## src/rtl/answer_countdown_pkg.sv

```systemverilog
// Shared types and helpers for the quiz round timer: FSM states, BCD digits,
// and the BCD countdown arithmetic.
package answer_countdown_pkg;

  typedef enum logic [1:0] {
    IDLE,
    GRAB,
    ANSWER,
    DONE
  } state_t;

  typedef logic [3:0] bcd_t;

  typedef struct packed {
    bcd_t tens;
    bcd_t ones;
  } bcd_pair_t;

  // Decrement a two-digit BCD value, saturating at 00.
  function automatic bcd_pair_t bcd_dec(input bcd_pair_t d);
    bcd_pair_t r;
    r = d;
    if (d.ones != 4'd0) begin
      r.ones = d.ones - 4'd1;
    end else if (d.tens != 4'd0) begin
      r.tens = d.tens - 4'd1;
      r.ones = 4'd9;
    end
    return r;
  endfunction

  function automatic bcd_pair_t to_bcd(input int unsigned v);
    bcd_pair_t r;
    r.tens = 4'(v / 10);
    r.ones = 4'(v % 10);
    return r;
  endfunction

endpackage

```

## src/rtl/answer_countdown_if.sv

```systemverilog
// Round control and display signals between the host/selector side and the
// round timer.
interface answer_countdown_if;
  import answer_countdown_pkg::*;

  logic Start;
  logic Timer_Start;
  logic TimeOver_Block;
  logic Time_Up;
  logic Buzzer_Timeout;
  bcd_t Sec_Tens;
  bcd_t Sec_Ones;

  modport master (
    output Start, Timer_Start,
    input  TimeOver_Block, Time_Up, Buzzer_Timeout, Sec_Tens, Sec_Ones
  );

  modport slave (
    input  Start, Timer_Start,
    output TimeOver_Block, Time_Up, Buzzer_Timeout, Sec_Tens, Sec_Ones
  );
endinterface

```

## src/rtl/answer_countdown_tick_gen.sv

```systemverilog
// One-second prescaler: counts 0..TICK_DIV-1 and flags the last count.
module tick_gen #(
  parameter int unsigned TICK_DIV = 50_000_000
) (
  input  logic CLK,
  input  logic RSTn,
  input  logic clr,
  output logic tick
);
  localparam int unsigned CW = $clog2(TICK_DIV);
  localparam logic [CW-1:0] LAST = CW'(TICK_DIV - 1);

  logic [CW-1:0] cnt;

  always_ff @(posedge CLK or negedge RSTn) begin
    if (!RSTn) begin
      cnt <= '0;
    end else if (clr || cnt == LAST) begin
      cnt <= '0;
    end else begin
      cnt <= cnt + CW'(1);
    end
  end

  assign tick = (cnt == LAST);
endmodule

```

## src/rtl/answer_countdown.sv

```systemverilog
// Round timer: grab window, answer window, expiry flags, timeout buzzer and
// two-digit BCD seconds display.
module answer_countdown
  import answer_countdown_pkg::*;
#(
  parameter int unsigned TICK_DIV    = 50_000_000,
  parameter int unsigned GRAB_SEC    = 20,
  parameter int unsigned ANSWER_SEC  = 30,
  parameter int unsigned BUZZ_CYCLES = 25_000_000
) (
  input  logic                CLK,
  input  logic                RSTn,
  answer_countdown_if.slave   bus
);
  localparam int unsigned BW = $clog2(BUZZ_CYCLES + 1);
  localparam logic [BW-1:0] BUZZ_LOAD = BW'(BUZZ_CYCLES);
  localparam bcd_pair_t GRAB_BCD   = to_bcd(GRAB_SEC);
  localparam bcd_pair_t ANSWER_BCD = to_bcd(ANSWER_SEC);
  localparam bcd_pair_t ONE_BCD    = '{tens: 4'd0, ones: 4'd1};

  state_t        state_q, state_d;
  bcd_pair_t     dig_q, dig_d;
  logic          tob_q, tob_d;
  logic          tu_q, tu_d;
  logic          buzz_q, buzz_d;
  logic [BW-1:0] bcnt_q, bcnt_d;
  logic          tick;
  logic          pre_clr;

  tick_gen #(.TICK_DIV(TICK_DIV)) u_tick (
    .CLK  (CLK),
    .RSTn (RSTn),
    .clr  (pre_clr),
    .tick (tick)
  );

  always_ff @(posedge CLK or negedge RSTn) begin
    if (!RSTn) begin
      state_q <= IDLE;
      dig_q   <= '0;
      tob_q   <= 1'b0;
      tu_q    <= 1'b0;
      buzz_q  <= 1'b0;
      bcnt_q  <= '0;
    end else begin
      state_q <= state_d;
      dig_q   <= dig_d;
      tob_q   <= tob_d;
      tu_q    <= tu_d;
      buzz_q  <= buzz_d;
      bcnt_q  <= bcnt_d;
    end
  end

  always_comb begin
    state_d = state_q;
    dig_d   = dig_q;
    tob_d   = tob_q;
    tu_d    = tu_q;
    buzz_d  = buzz_q;
    bcnt_d  = bcnt_q;

    if (bus.Start) begin
      state_d = IDLE;
      dig_d   = '0;
      tob_d   = 1'b0;
      tu_d    = 1'b0;
      buzz_d  = 1'b0;
      bcnt_d  = '0;
    end else begin
      unique case (state_q)
        IDLE: begin
          if (bus.Timer_Start) begin
            state_d = ANSWER;
            dig_d   = ANSWER_BCD;
          end else begin
            state_d = GRAB;
            dig_d   = GRAB_BCD;
          end
        end
        GRAB: begin
          // A lock arriving on the final tick still takes precedence over expiry.
          if (bus.Timer_Start) begin
            state_d = ANSWER;
            dig_d   = ANSWER_BCD;
          end else if (tick) begin
            dig_d = bcd_dec(dig_q);
            if (dig_q == ONE_BCD) begin
              state_d = DONE;
              tob_d   = 1'b1;
              buzz_d  = 1'b1;
              bcnt_d  = BUZZ_LOAD;
            end
          end
        end
        ANSWER: begin
          if (tick) begin
            dig_d = bcd_dec(dig_q);
            if (dig_q == ONE_BCD) begin
              state_d = DONE;
              tu_d    = 1'b1;
              buzz_d  = 1'b1;
              bcnt_d  = BUZZ_LOAD;
            end
          end
        end
        DONE: begin
          if (bcnt_q > BW'(1)) begin
            bcnt_d = bcnt_q - BW'(1);
          end else begin
            bcnt_d = '0;
            buzz_d = 1'b0;
          end
        end
        default: state_d = IDLE;
      endcase
    end
  end

  // Prescaler restarts on every state entry and is held clear while idle.
  assign pre_clr = bus.Start || (state_q == IDLE) || (state_d != state_q);

  assign bus.TimeOver_Block = tob_q;
  assign bus.Time_Up        = tu_q;
  assign bus.Buzzer_Timeout = buzz_q;
  assign bus.Sec_Tens       = dig_q.tens;
  assign bus.Sec_Ones       = dig_q.ones;
endmodule

```

## src/flat_wrapper.sv

```systemverilog
// flat-port wrapper written by rule: the top's interface ports become plain ports
module answer_countdown_flat import answer_countdown_pkg::*;
#(
  parameter int unsigned TICK_DIV    = 50_000_000,
  parameter int unsigned GRAB_SEC    = 20,
  parameter int unsigned ANSWER_SEC  = 30,
  parameter int unsigned BUZZ_CYCLES = 25_000_000
)
  (CLK, RSTn, bus_Start, bus_Timer_Start, bus_TimeOver_Block, bus_Time_Up, bus_Buzzer_Timeout, bus_Sec_Tens, bus_Sec_Ones);
  answer_countdown_if bus_i ();
  input  logic CLK;
  input  logic RSTn;
  input wire logic [$bits(bus_i.Start)-1:0] bus_Start;
  input wire logic [$bits(bus_i.Timer_Start)-1:0] bus_Timer_Start;
  output wire logic [$bits(bus_i.TimeOver_Block)-1:0] bus_TimeOver_Block;
  output wire logic [$bits(bus_i.Time_Up)-1:0] bus_Time_Up;
  output wire logic [$bits(bus_i.Buzzer_Timeout)-1:0] bus_Buzzer_Timeout;
  output wire logic [$bits(bus_i.Sec_Tens)-1:0] bus_Sec_Tens;
  output wire logic [$bits(bus_i.Sec_Ones)-1:0] bus_Sec_Ones;
  assign bus_i.Start = bus_Start;
  assign bus_i.Timer_Start = bus_Timer_Start;
  assign bus_TimeOver_Block = bus_i.TimeOver_Block;
  assign bus_Time_Up = bus_i.Time_Up;
  assign bus_Buzzer_Timeout = bus_i.Buzzer_Timeout;
  assign bus_Sec_Tens = bus_i.Sec_Tens;
  assign bus_Sec_Ones = bus_i.Sec_Ones;
  answer_countdown #(.TICK_DIV(TICK_DIV), .GRAB_SEC(GRAB_SEC), .ANSWER_SEC(ANSWER_SEC), .BUZZ_CYCLES(BUZZ_CYCLES)) u_core (.CLK(CLK), .RSTn(RSTn), .bus(bus_i));
endmodule
```

## config.mk

```make
export PLATFORM = sky130hd
export DESIGN_NAME = answer_countdown_flat
export DESIGN_NICKNAME = d
export VERILOG_FILES = /design/src/rtl/answer_countdown_pkg.sv /design/src/rtl/answer_countdown_if.sv /design/src/rtl/answer_countdown_tick_gen.sv /design/src/rtl/answer_countdown.sv /design/src/flat_wrapper.sv
export SDC_FILE = /design/constraint.sdc
export NUM_CORES = 1
export LEC_CHECK = 0
export CAP_MARGIN = 20
export CORE_ASPECT_RATIO = 1.1
export CORE_MARGIN = 1
export CORE_UTILIZATION = 39
export DETAILED_ROUTE_END_ITERATION = 6
export SLEW_MARGIN = 20
export SYNTH_ARGS = -nofsm -noshare
export SYNTH_HDL_FRONTEND = slang
export SYNTH_HIERARCHICAL = 1
export SYNTH_SLANG_ARGS = --single-unit
```

## constraint.sdc

```tcl
create_clock -name CLK -period 5.8 [get_ports CLK]
set_input_delay 0.87 -clock CLK [delete_from_list [all_inputs] [get_ports CLK]]
set_output_delay 0.87 -clock CLK [all_outputs]
set_load 0.02 [all_outputs]
```

Word-level counts from Yosys, hierarchy flattened
Cells that the tools add are included.
- bits of input ports: 4
- bits in latches: 0
- register bits: 64
- bits in read-only memories: 0
- RAM bits: 0
- memories: 0
- bitwise operators: 0
- shift operators: 0
- reductions and logical operators: 16
- add/subtract/negate cells: 4
- $lt $le $gt $ge: 1
- multipliers: 0
- multiplexer cells: 34
- eq/ne operators: 9
- divide/modulo/power cells: 0
- operators by type and width (kind ; number):
    two-way mux 25 bit ; 5
    case mux 25 bit (3 select lines) ; 1
    two-way mux 8 bit ; 4
    adder 26 x 1 -> 26 bit, second input constant ; 1
    == test 26 bit, second input constant ; 1
    two-way mux 26 bit ; 1
    greater-than comparator 25 x 1 -> 1 bit, second input constant ; 1
    subtractor 25 x 1 -> 25 bit, second input constant ; 1
    case mux 8 bit (3 select lines) ; 1
    nonzero test 4 bit ; 4
    two-way mux 1 bit ; 12
    two-way mux 2 bit ; 5
    == test 8 x 1 -> 1 bit, second input constant ; 1
    two-way mux 4 bit ; 2
    nonzero test 2 bit ; 4
    subtractor 4 x 1 -> 4 bit, second input constant ; 2
    != test 3 bit, second input constant ; 2
    case mux 2 bit (3 select lines) ; 1
    AND reduction 3 bit ; 2
    two-way mux 5 bit ; 1
    == test 2 bit, second input constant ; 2
    AND reduction 4 bit ; 1
    logical OR 1 bit ; 3
    case mux 1 bit (3 select lines) ; 1
    other kinds (5) ; 5

Logic depth before layout (Yosys ltp)
Gate-level depths: netlist (run 1).
- depth in word-level cells: 10
- gate-level depth with buffers: 14

Modules after synthesis
The synthesis (run 1) kept the hierarchy.
- modules (own cells, without submodules) (module ; instances ; area an instance (µm²) ; cells each ; sequential area each (µm²)):
    answer_countdown ; 1 ; 2563.7 ; 293 ; 950.9
    tick_gen ; 1 ; 1397.6 ; 147 ; 650.6

Worst setup path after synthesis (run 1)
Ideal clock, no wire load.
- kind: register to register
- start: reg u_core.u_tick.cnt[0]
- end: reg u_core.u_tick.cnt[10]
- library setup time: 121 ps
- slack: 3162 ps
- data arrival time: 2516 ps
- data required time: 5679 ps
- stages on the path, launching flop included: 15
- path through: dfrtp_1 ha_1 and4_1 nand4_1 nor3_1 clkbuf_1 and4_1 clkbuf_1 a21oi_1 a2bb2oi_1 o211ai_1 inv_1 o31ai_2 buf_2 nor2_1
- longest elaborated chain between the ends: 9
- RTL lines (what ; RTL line ; text):
    start, declared ; answer_countdown_tick_gen.sv:13 ; logic [CW-1:0] cnt;
    start signal, assigned ; answer_countdown_tick_gen.sv:21 ; cnt <= cnt + CW'(1);
    == test 26 bit * ; answer_countdown_tick_gen.sv:25 ; assign tick = (cnt == LAST);
    net u_core.tick ; answer_countdown.sv:27 ; logic tick;
    two-way mux 2 bit * ; answer_countdown.sv:86 ; end else if (tick) begin
    two-way mux 2 bit ; answer_countdown.sv:83 ; if (bus.Timer_Start) begin
    case mux 2 bit (3 select lines) * ; answer_countdown.sv:71 ; unique case (state_q)
    two-way mux 2 bit * ; answer_countdown.sv:63 ; if (bus.Start) begin
    != test 2 bit * ; answer_countdown.sv:121 ; assign pre_clr = bus.Start || (state_q == IDLE) || (state_d != state_q);
    logical OR 1 bit * ; answer_countdown.sv:121 ;
    net u_core.pre_clr ; answer_countdown.sv:28 ; logic pre_clr;
    logical OR 1 bit * ; answer_countdown_tick_gen.sv:18 ; end else if (clr || cnt == LAST) begin
    two-way mux 26 bit * ; answer_countdown_tick_gen.sv:18 ;
The timed path passes the listed nets; every way through them passes the cells marked *.
A chain may end at the register's enable or synchronous reset.

Final worst setup path (run 1)
- start: in bus_Start
- end: reg u_core.bcnt_q[10]
- longest elaborated chain between the ends: 2
- RTL lines (what ; RTL line ; text):
    start, declared ; flat_wrapper.sv:13 ; input wire logic [$bits(bus_i.Start)-1:0] bus_Start;
    != test 3 bit (no line) or nonzero test 4 bit (tied branches) ; n/a ;
    AND reduction 2 bit (no line) ; n/a ;
    end signal, assigned ; answer_countdown.sv:51 ; bcnt_q <= bcnt_d;
    end, declared ; answer_countdown.sv:26 ; logic [BW-1:0] bcnt_q, bcnt_d;
Several ways; a longest one is shown, not always the timed one.

==> impl_metrics.toml, run 1 <==
[sta]
fin_tns_setup_ps = 0
rsz0062_at_grt = "false"
max_freq_ghz = 0.279
maxSlewViolCount = 0
setup_viol = 0
finalHoldViolCount = 0
timing.final.crit_period_ps = 3580
finalCritPeriodShare_pct = 61.8
worst_slack_ps = 2220
slew_headroom_pct = 29.1
clock-skew-final_ps = 10.5
tightest_slew_ps = 1060

[power]
vdd_drop_max_v = 0.000137
pwr-share-comb_pct = 23.3
sw_frac_of_total_pct = 33.6
power_frac_seq_pct = 42.4
p_leak_nw = 1.78
pwr-share-clk_pct = 34.3
p_switching_uw = 395
p_int_uw = 780
total_power_mw = 1.17
power_density_mw_per_mm2 = 267

[worst_hold_path]
hp-start = "u_core/bus.Time_Up"
whs_endpoint = "u_core/bus.Time_Up"
hp-class = "register to register"
hold_depth = 2

[routing]
drc_errors = 0
antenna_left = 0
dr.first_iter.drc_count = 163
viasPerCell = 5.90
via_count = 3386
post_drt_wl_per_cell_um = 15.9
dr.pass1.iters = 4
drt-total-wl_um = 9130

[floorplan]
die_y_um = 108
die_w_um = 98.1
num_rows = 38
design.die.area_mm2 = 0.0106
start_util_pct = 40.1
pin_count = 15
core_mm2 = 0.00989

[placement]
dp_hpwl_um = 6150
portBuffers = 14
placedInstanceArea_mm2 = 0.00419
place_ws_ps = 1790
gp_congestion = 0.821
dp_cells = 558

[final_layout]
drive_above_1_share_pct = 9.03
num-fill-cells = 977
final_nets = 466
final_area_mm2 = 0.00439
fin_cells = 574
diodes = 0
area_delta_synth_final_pct = 10.9

[critical_path]
rrSetupSlack_ps = 2570
critPathKind = "input port to register"
max_stage_delay_ps = 940
end_kind = "register"
crit_slowest_cell = "nor2b_1"
crit_fanout = 28
path_cells = "clkdlybuf4s50_1, nor2b_1, nand4_1, o311ai_0"
required_ps = 6040
cp-start-kind = "input port"
regToRegEndpoint = "u_core/bcnt_q[10]"
arrival_ps = 3820
r2r_start = "u_core/u_tick/cnt[0]"
reg2regPathDepth = 9

[synthesis]
yosysMostFrequentCell = "dfrtp_1"
yosys_warnings = 6
synth-edff-count = 0
yosysTopAreaCell = "dfrtp_1"
synth-seq-cells = 64
syn_nets = 457
syn-cell-area_mm2 = 0.00396
syn_inst = 440
synth_area_leaders = "dfrtp_1 40%, a21oi_1 4.2%, ha_1 4.1%, nor2_1 3.9%, nand2_1 3.2%"
synth_top_area_share_pct = 40.4
syn_avg_cell_area_um2 = 9.00
synthFlopType = "dfrtp_1"
async_flop_share_pct = 100
synth.distinct_cells = 67
yosysSeqAreaShare_pct = 40.4
ys_top_cells_by_count = "64 x dfrtp_1, 41 x nor2_1, 34 x nand2_1"

[job]
drv_cap = 0

[clock_network]
max-clock-path-buffers = 2
clk_latency_ps = 360
cts_sinks = 64
cts_root_buf = "clkbuf_8"
cts_resized = 0
tritoncts = "built"
cts.clk_slew.worst_paths_ps = 80
post_cts_hold_buffer_count = 0
h-tree-depth = 3
post_cts_buffers = 0
cts_buffers = 9

[global_routing]
grt_pass1_wl_um = 15700
grt_start_max_net_pins = 65
overflow = 0
grt_pass1_vias = 3341
grt_antenna_before_repair = 0
grt_use_total_pct = 18.8

[status]
outcome = "complete, no violations"
-- power groups by stage --
stage          sequential, mW  clock (mW)  combinational (mW)
4_1_cts                 0.498       0.416               0.274
6_report                0.498       0.403               0.274
3_5_place_dp            0.506           0               0.272
2_1_floorplan           0.502           0               0.199
3_3_place_gp            0.506           0               0.270
5_1_grt                 0.502       0.434               0.306
-- registers in the layout (all words and copies together) (netlist names) --
name,cells
u_core/bus.Time_Up,1
u_core/u_tick/cnt,26
u_core/bus.Buzzer_Timeout,1
u_core/state_q,2
u_core/bus.Sec_Ones,4
u_core/bus.TimeOver_Block,1
u_core/bus.Sec_Tens,4
u_core/bcnt_q,25
-- cell usage in the layout (no fill, tap or decap), types with 5 or more instances in the layout --
master / instances
a21oi_1: 33
nor3_1: 12
o21ai_0: 22
clkbuf_8: 10
and4_1: 7
nand2_1: 34
o211ai_1: 5
nand4_1: 12
or3_1: 14
clkdlybuf4s50_1: 13
xnor2_1: 8
nand3_1: 24
inv_1: 17
o31ai_1: 9
and3_1: 5
xor2_1: 7
dfrtp_1: 64
ha_1: 13
nor4_1: 12
nor2_1: 41
nor2b_1: 5
-- cell families after synthesis --
group / Yosys count / synth area share, %
and+or+nand+nor: 197 / 28.9
xor gates and xnor gates: 15 / 3.32
AOI/OAI and AO/OA: 115 / 19.3
adders and majority gates: 13 / 4.11
buffers and inverters: 36 / 3.89
DFF: 64 / 40.4
-- worst max-delay path by stage --
stage | from | to | slack [ps] | cells past startpoint
after floorplan | u_core/u_tick/cnt[0] | u_core/u_tick/cnt[10] | 3160 | 14
after global placement | bus_Start | u_core/bcnt_q[10] | 1940 | 5
after detailed placement | bus_Start | u_core/bcnt_q[10] | 1790 | 4
after CTS | bus_Start | u_core/bcnt_q[10] | 2160 | 4
after global routing | bus_Start | u_core/bcnt_q[10] | 1910 | 4
final | bus_Start | u_core/bcnt_q[10] | 2220 | 4
-- worst max-delay path, delay by kind of cell --
| kind | cells | cell delay [ps] |
|---|---|---|
| buffers and inverters | 1 | 920 |
| AND/OR/NAND/NOR | 2 | 1530 |
| AO/OA/AOI/OAI | 1 | 490 |
-- metrics by stage --
step | util, % | hold WS, ps
final | 44.4 | 509
after detailed placement | 42.3 | 489
after global placement | 42.3 | 498
after CTS | 44.4 | 518
after global routing | 44.4 | 543
after floorplan | - | 472
-- routing by layer --
metal	up-vias	part of all wire, %	track usage [%]
met2	58	47	30.4
li1	1678	-	-
met5	-	0	0
met1	1633	48	23.9
met4	0	2.0	10.4
met3	17	3.0	2.99
-- cell type report --
| type | instances | area [µm²] | area share [%] |
|---|---|---|---|
| clock buffers | 10 | 138 | 3.13 |
| clock inverters | 6 | 67.6 | 1.54 |
| inverters | 17 | 63.8 | 1.45 |
| multi-input cells | 340 | 2210 | 50.4 |
| flip-flops and latches | 64 | 1600 | 36.5 |
| well taps | 120 | 150 | 3.42 |
| repair buffers | 17 | 158 | 3.59 |
Note: power is estimated with default switching activity, not from simulation.
==> run 2: changes to the inputs <==
clock period = 3.7 ns   (was 5.8 ns; I/O delays follow)
==> run 2 against run 1 <==
- non-clock buffer count rose by 4
- critical path depth rose by 6
- sequential power rose by 57%
- combinational power rose by 57%
- die area did not move
- power rose by 58%
- global-route usage fell by 0.25 points
- critical endpoint unchanged
- largest cell class unchanged
- largest power group unchanged
==> impl_metrics.toml, run 2 (synthesis results as in run 1) <==
[final_layout]
area_delta_synth_final_pct = 11.6
diodes = 0
final_nets = 470
layout_common_cells = "64 x dfrtp_1, 41 x nor2_1, 34 x nand2_1, 33 x a21oi_1, 24 x nand3_1"
num-fill-cells = 945
drive_above_1_share_pct = 9.19
largest-register = "u_core/u_tick/cnt"
layout_commonest_cell = "dfrtp_1"
largestRegisters = "u_core/u_tick/cnt x26, u_core/bcnt_q x25"
largest_reg_flops = 26

[critical_path]
critPathKind = "register to register"
crit_slowest_cell = "o311ai_0"
end_kind = "register"
crit_top_cell = "nand4_1"
crit_fanout = 11
required_ps = 3940
path_cells = "ha_1, and4_1, nand4_1, nor3_1, buf_4, nand4_1, o21ai_2, buf_4, nand4_1, o311ai_0"
max_stage_delay_ps = 460
cp-start-kind = "register"
arrival_ps = 3340

[floorplan]
die_y_um = 108
num_rows = 38
pin_count = 15
die_w_um = 98.1
start_util_pct = 40.1
core_mm2 = 0.00989
design.die.area_mm2 = 0.0106

[global_routing]
grt_antenna_before_repair = 0
overflow = 0
grt_use_total_pct = 18.5
grt_start_max_net_pins = 39
grt_pass1_vias = 3201
grt_pass1_wl_um = 15400

[status]
outcome = "complete, no violations"

[sta]
maxSlewViolCount = 0
slew_headroom_pct = 30.0
setup_viol = 0
worst_slack_ps = 601
timing.final.crit_period_ps = 3100
holdWs_ps = 225
finalCritPeriodShare_pct = 83.8
fin_tns_setup_ps = 0
rsz0062_at_grt = "false"
finalHoldViolCount = 0
clock-skew-final_ps = 7.80
tightest_slew_ps = 1050
max_freq_ghz = 0.323

[clock_network]
cts_resized = 0
post_cts_hold_buffer_count = 0
cts_buffers = 9
post_cts_buffers = 0
tritoncts = "built"
cts_sinks = 64
max-clock-path-buffers = 2
cts.clk_slew.worst_paths_ps = 70
clk_latency_ps = 360
h-tree-depth = 3
cts_root_buf = "clkbuf_8"

[power]
power_density_mw_per_mm2 = 420
p_leak_nw = 1.80
total_power_mw = 1.86
vdd_drop_max_v = 0.000172

[routing]
antenna_left = 0
dr.first_iter.drc_count = 149
dr.pass1.iters = 5
drc_errors = 0
post_drt_wl_per_cell_um = 15.9
viasPerCell = 5.92
via_count = 3414
drt-total-wl_um = 9170

[placement]
place_ws_ps = 574
gp_congestion = 0.852
portBuffers = 14
dp_hpwl_um = 6370

[worst_hold_path]
hp-class = "input port to async pin"

[job]
drv_cap = 0
==> run 2: layer usage <==
layer  GRT usage (%)  share of wire [%]  wire [µm]  vias up
met5               0                  0          0        -
met4            7.03                1.5        138        0
met3            4.61                3.4        315       12
met2            29.9                 47       4280       57
met1            23.8                 48       4440     1660
li1                -                  -          -     1685
==> run 2: worst paths after layout <==
check	from	endpoint	slack (ps)	depth (start not counted)
max	u_core/u_tick/cnt[0]	u_core/bcnt_q[10]	600	10
min reg2reg	u_core/u_tick/cnt[0]	u_core/u_tick/cnt[0]	510	1
min	RSTn	u_core/bcnt_q[4]	220	1
min in group CLK	u_core/u_tick/cnt[0]	u_core/u_tick/cnt[0]	510	1
max in group asynchronous	RSTn	u_core/u_tick/cnt[16]	2530	2
max reg2reg	u_core/u_tick/cnt[0]	u_core/bcnt_q[10]	600	10
==> run 2: layout make-up <==
class	count	area, µm²	share of cell area, %
repair buffers	21	188	4.25
well taps	120	150	3.40
clock inverters	4	70.1	1.59
flip-flops and latches	64	1600	36.2
inverters	17	63.8	1.44
clock buffers	11	131	2.97
multi-input cells	340	2210	50.1
==> run 2: worst max-delay path: cells and delay by family, from the launching register on <==
kind | cells | cell delay (ps)
AO/OA/AOI/OAI | 2 | 630
adder cells (fa/ha/maj) | 1 | 200
buffers and inverters | 2 | 410
flip-flops | 1 | 410
AND/OR/NAND/NOR | 5 | 1340
==> run 2: per-stage QoR <==
| stage | util (%) | cells | area [µm²] |
|---|---|---|---|
| final | 44.7 | 577 | 4420 |
| after global routing | 44.7 | 577 | 4420 |
| after CTS | 44.7 | 577 | 4420 |
| after detailed placement | 42.6 | 562 | 4220 |
| after global placement | 42.6 | 562 | 4220 |
| after floorplan | - | 440 | 3960 |
==> run 2: where the power goes <==
part | switching, mW | internal [mW] | leakage (nW)
Clock | 0.273 | 0.374 | 0.103
Combinational | 0.269 | 0.162 | 0.820
Sequential | 0.0471 | 0.733 | 0.878
Total | 0.589 | 1.27 | 1.80
==> run 3: changes to the inputs <==
clock period = 2.75 ns   (was 3.7 ns; I/O delays follow)
==> run 3 against run 2 <==
- cell count is 4.7% higher
- largest power group unchanged
- global-route usage is 0.79 points higher
- worst setup slack worse by 420 ps
- cell area is 6.2% higher
- count of clock-buffer cells in the layout is 1 higher
- sequential power is 35% higher
- clock skew hardly changed
- die area stayed put
- maximum frequency is 21% higher
- via count is 3.5% higher
- power is 41% higher
- clock power is 49% higher
==> impl_metrics.toml, run 3 (synthesis results as in run 1) <==
[global_routing]
grt_start_max_net_pins = 27
grt_pass1_vias = 3425
grt_use_total_pct = 19.3
overflow = 0
grt_antenna_before_repair = 0
grt_pass1_wl_um = 16300

[final_layout]
largestRegisters = "u_core/u_tick/cnt x26, u_core/bcnt_q x25"
largest_reg_flops = 26
layout_commonest_cell = "dfrtp_1"
largest-register = "u_core/u_tick/cnt"
fin_cells = 604
final_nets = 496
finalCoreUtilization_pct = 47.5
num-fill-cells = 976
layout_common_cells = "64 x dfrtp_1, 41 x nor2_1, 34 x nand2_1, 33 x a21oi_1, 32 x buf_4"
diodes = 0
ff_latch_area_mm2 = 0.00160
drive_above_1_share_pct = 15.5
area_delta_synth_final_pct = 18.5
multiInputGateArea_mm2 = 0.00226

[clock_network]
max-clock-path-buffers = 2
cts_buffers = 9
cts.clk_slew.worst_paths_ps = 70
h-tree-depth = 3
cts_sinks = 64
cts_root_buf = "clkbuf_8"
tritoncts = "built"
clk_latency_ps = 350

[worst_hold_path]
hp-class = "input port to async pin"

[critical_path]
end_kind = "register"
timing.critical_path.to = "u_core/u_tick/cnt[7]"
arrival_ps = 2770
crit_start = "u_core/u_tick/cnt[1]"
crit_fanout = 13
cp-start-kind = "register"
required_ps = 2950
regToRegEndpoint = "u_core/u_tick/cnt[7]"
rrSetupSlack_ps = 180
critPathKind = "register to register"
r2r_start = "u_core/u_tick/cnt[1]"
reg2regPathDepth = 11

[sta]
tightest_slew_ps = 656
holdWs_ps = 26.8
finalHoldViolCount = 0
maxSlewViolCount = 0
rsz0062_at_grt = "true"
max_freq_ghz = 0.390
slew_headroom_pct = 56.3
timing.final.crit_period_ps = 2570
finalCritPeriodShare_pct = 93.3
clock-skew-final_ps = 7.57
worst_slack_ps = 184
setup_viol = 0

[power]
power_density_mw_per_mm2 = 559
total_power_mw = 2.63
vdd_drop_max_v = 0.000310
p_leak_nw = 1.96

[placement]
dp_hpwl_um = 6660
dp_cells = 581
portBuffers = 14
place_ws_ps = -60.8
gp_congestion = 0.814

[routing]
drt-total-wl_um = 9590
dr.first_iter.drc_count = 161
antenna_left = 0
dr.pass1.iters = 4
viasPerCell = 5.85
drc_errors = 0
via_count = 3532
post_drt_wl_per_cell_um = 15.9

[job]
drv_cap = 0

[floorplan]
start_util_pct = 40.1
core_mm2 = 0.00989
pin_count = 15
num_rows = 38
die_w_um = 98.1
die_y_um = 108
design.die.area_mm2 = 0.0106

[status]
outcome = "complete, no violations"
run 3: cell count changes in the layout (fill, tap and decap cells not counted), sizes merged:
cell	before	now
clkinvlp	0	2
clkinv	2	0
buf	8	33
o31ai	10	11
clkbuf	11	12
run 3: timing repair:
action	in CTS	in global routing
setup buffers	0	6
resized for setup	1	7
setup endpoints to repair	25	36
pin swaps	0	3
hold buffers	0	0
cloned	0	1
run 3: per-layer routing:
layer	vias up	part of all wire (%)	GRT usage [%]
met5	-	0	0
met1	1728	47	24.7
met3	11	2.7	4.48
li1	1743	-	-
met2	50	49	32.1
met4	0	1.3	6.28
run 3: worst min path at each step:
stage	end	slack, ps
floorplan	u_core/bcnt_q[0]	120
finish	u_core/bcnt_q[21]	30
global placement	u_core/bcnt_q[0]	410
CTS	u_core/bcnt_q[21]	30
detailed placement	u_core/bcnt_q[0]	410
global route	u_core/bcnt_q[4]	60
run 3: area by class of cell:
cell class                 instances  area share, %
clock inverter                     4           1.60
multi-input combinational        341           48.2
clock buffer                      12           3.52
sequential                        64           34.1
tap                              120           3.20
inverter                          17           1.36
timing repair buffer              46           8.00
run 3: report_power, final:
| part | internal, mW | switching, mW | total, mW |
|---|---|---|---|
| clock | 0.585 | 0.377 | 0.961 |
| combinational | 0.238 | 0.379 | 0.617 |
| sequential | 0.986 | 0.0611 | 1.05 |
| total | 1.81 | 0.816 | 2.63 |
run 3: per-stage QoR:
stage	TNS [ps]	instance area [µm²]
2_1_floorplan	0	3960
6_report	0	4690
4_1_cts	0	4610
5_1_grt	-25.6	4690
3_5_place_dp	-550	4360
3_3_place_gp	0	4360
run 3: worst max-delay path, cell delays in order (launching register included):
cell and delay, ps:
dfrtp_1 400, ha_1 200, and4_1 230, nand4_1 220, nor3_4 250, nand4_1 210
o21ai_0 220, a2bb2oi_1 80, o211ai_1 160, inv_1 140, o31ai_4 190, nor2_1 120
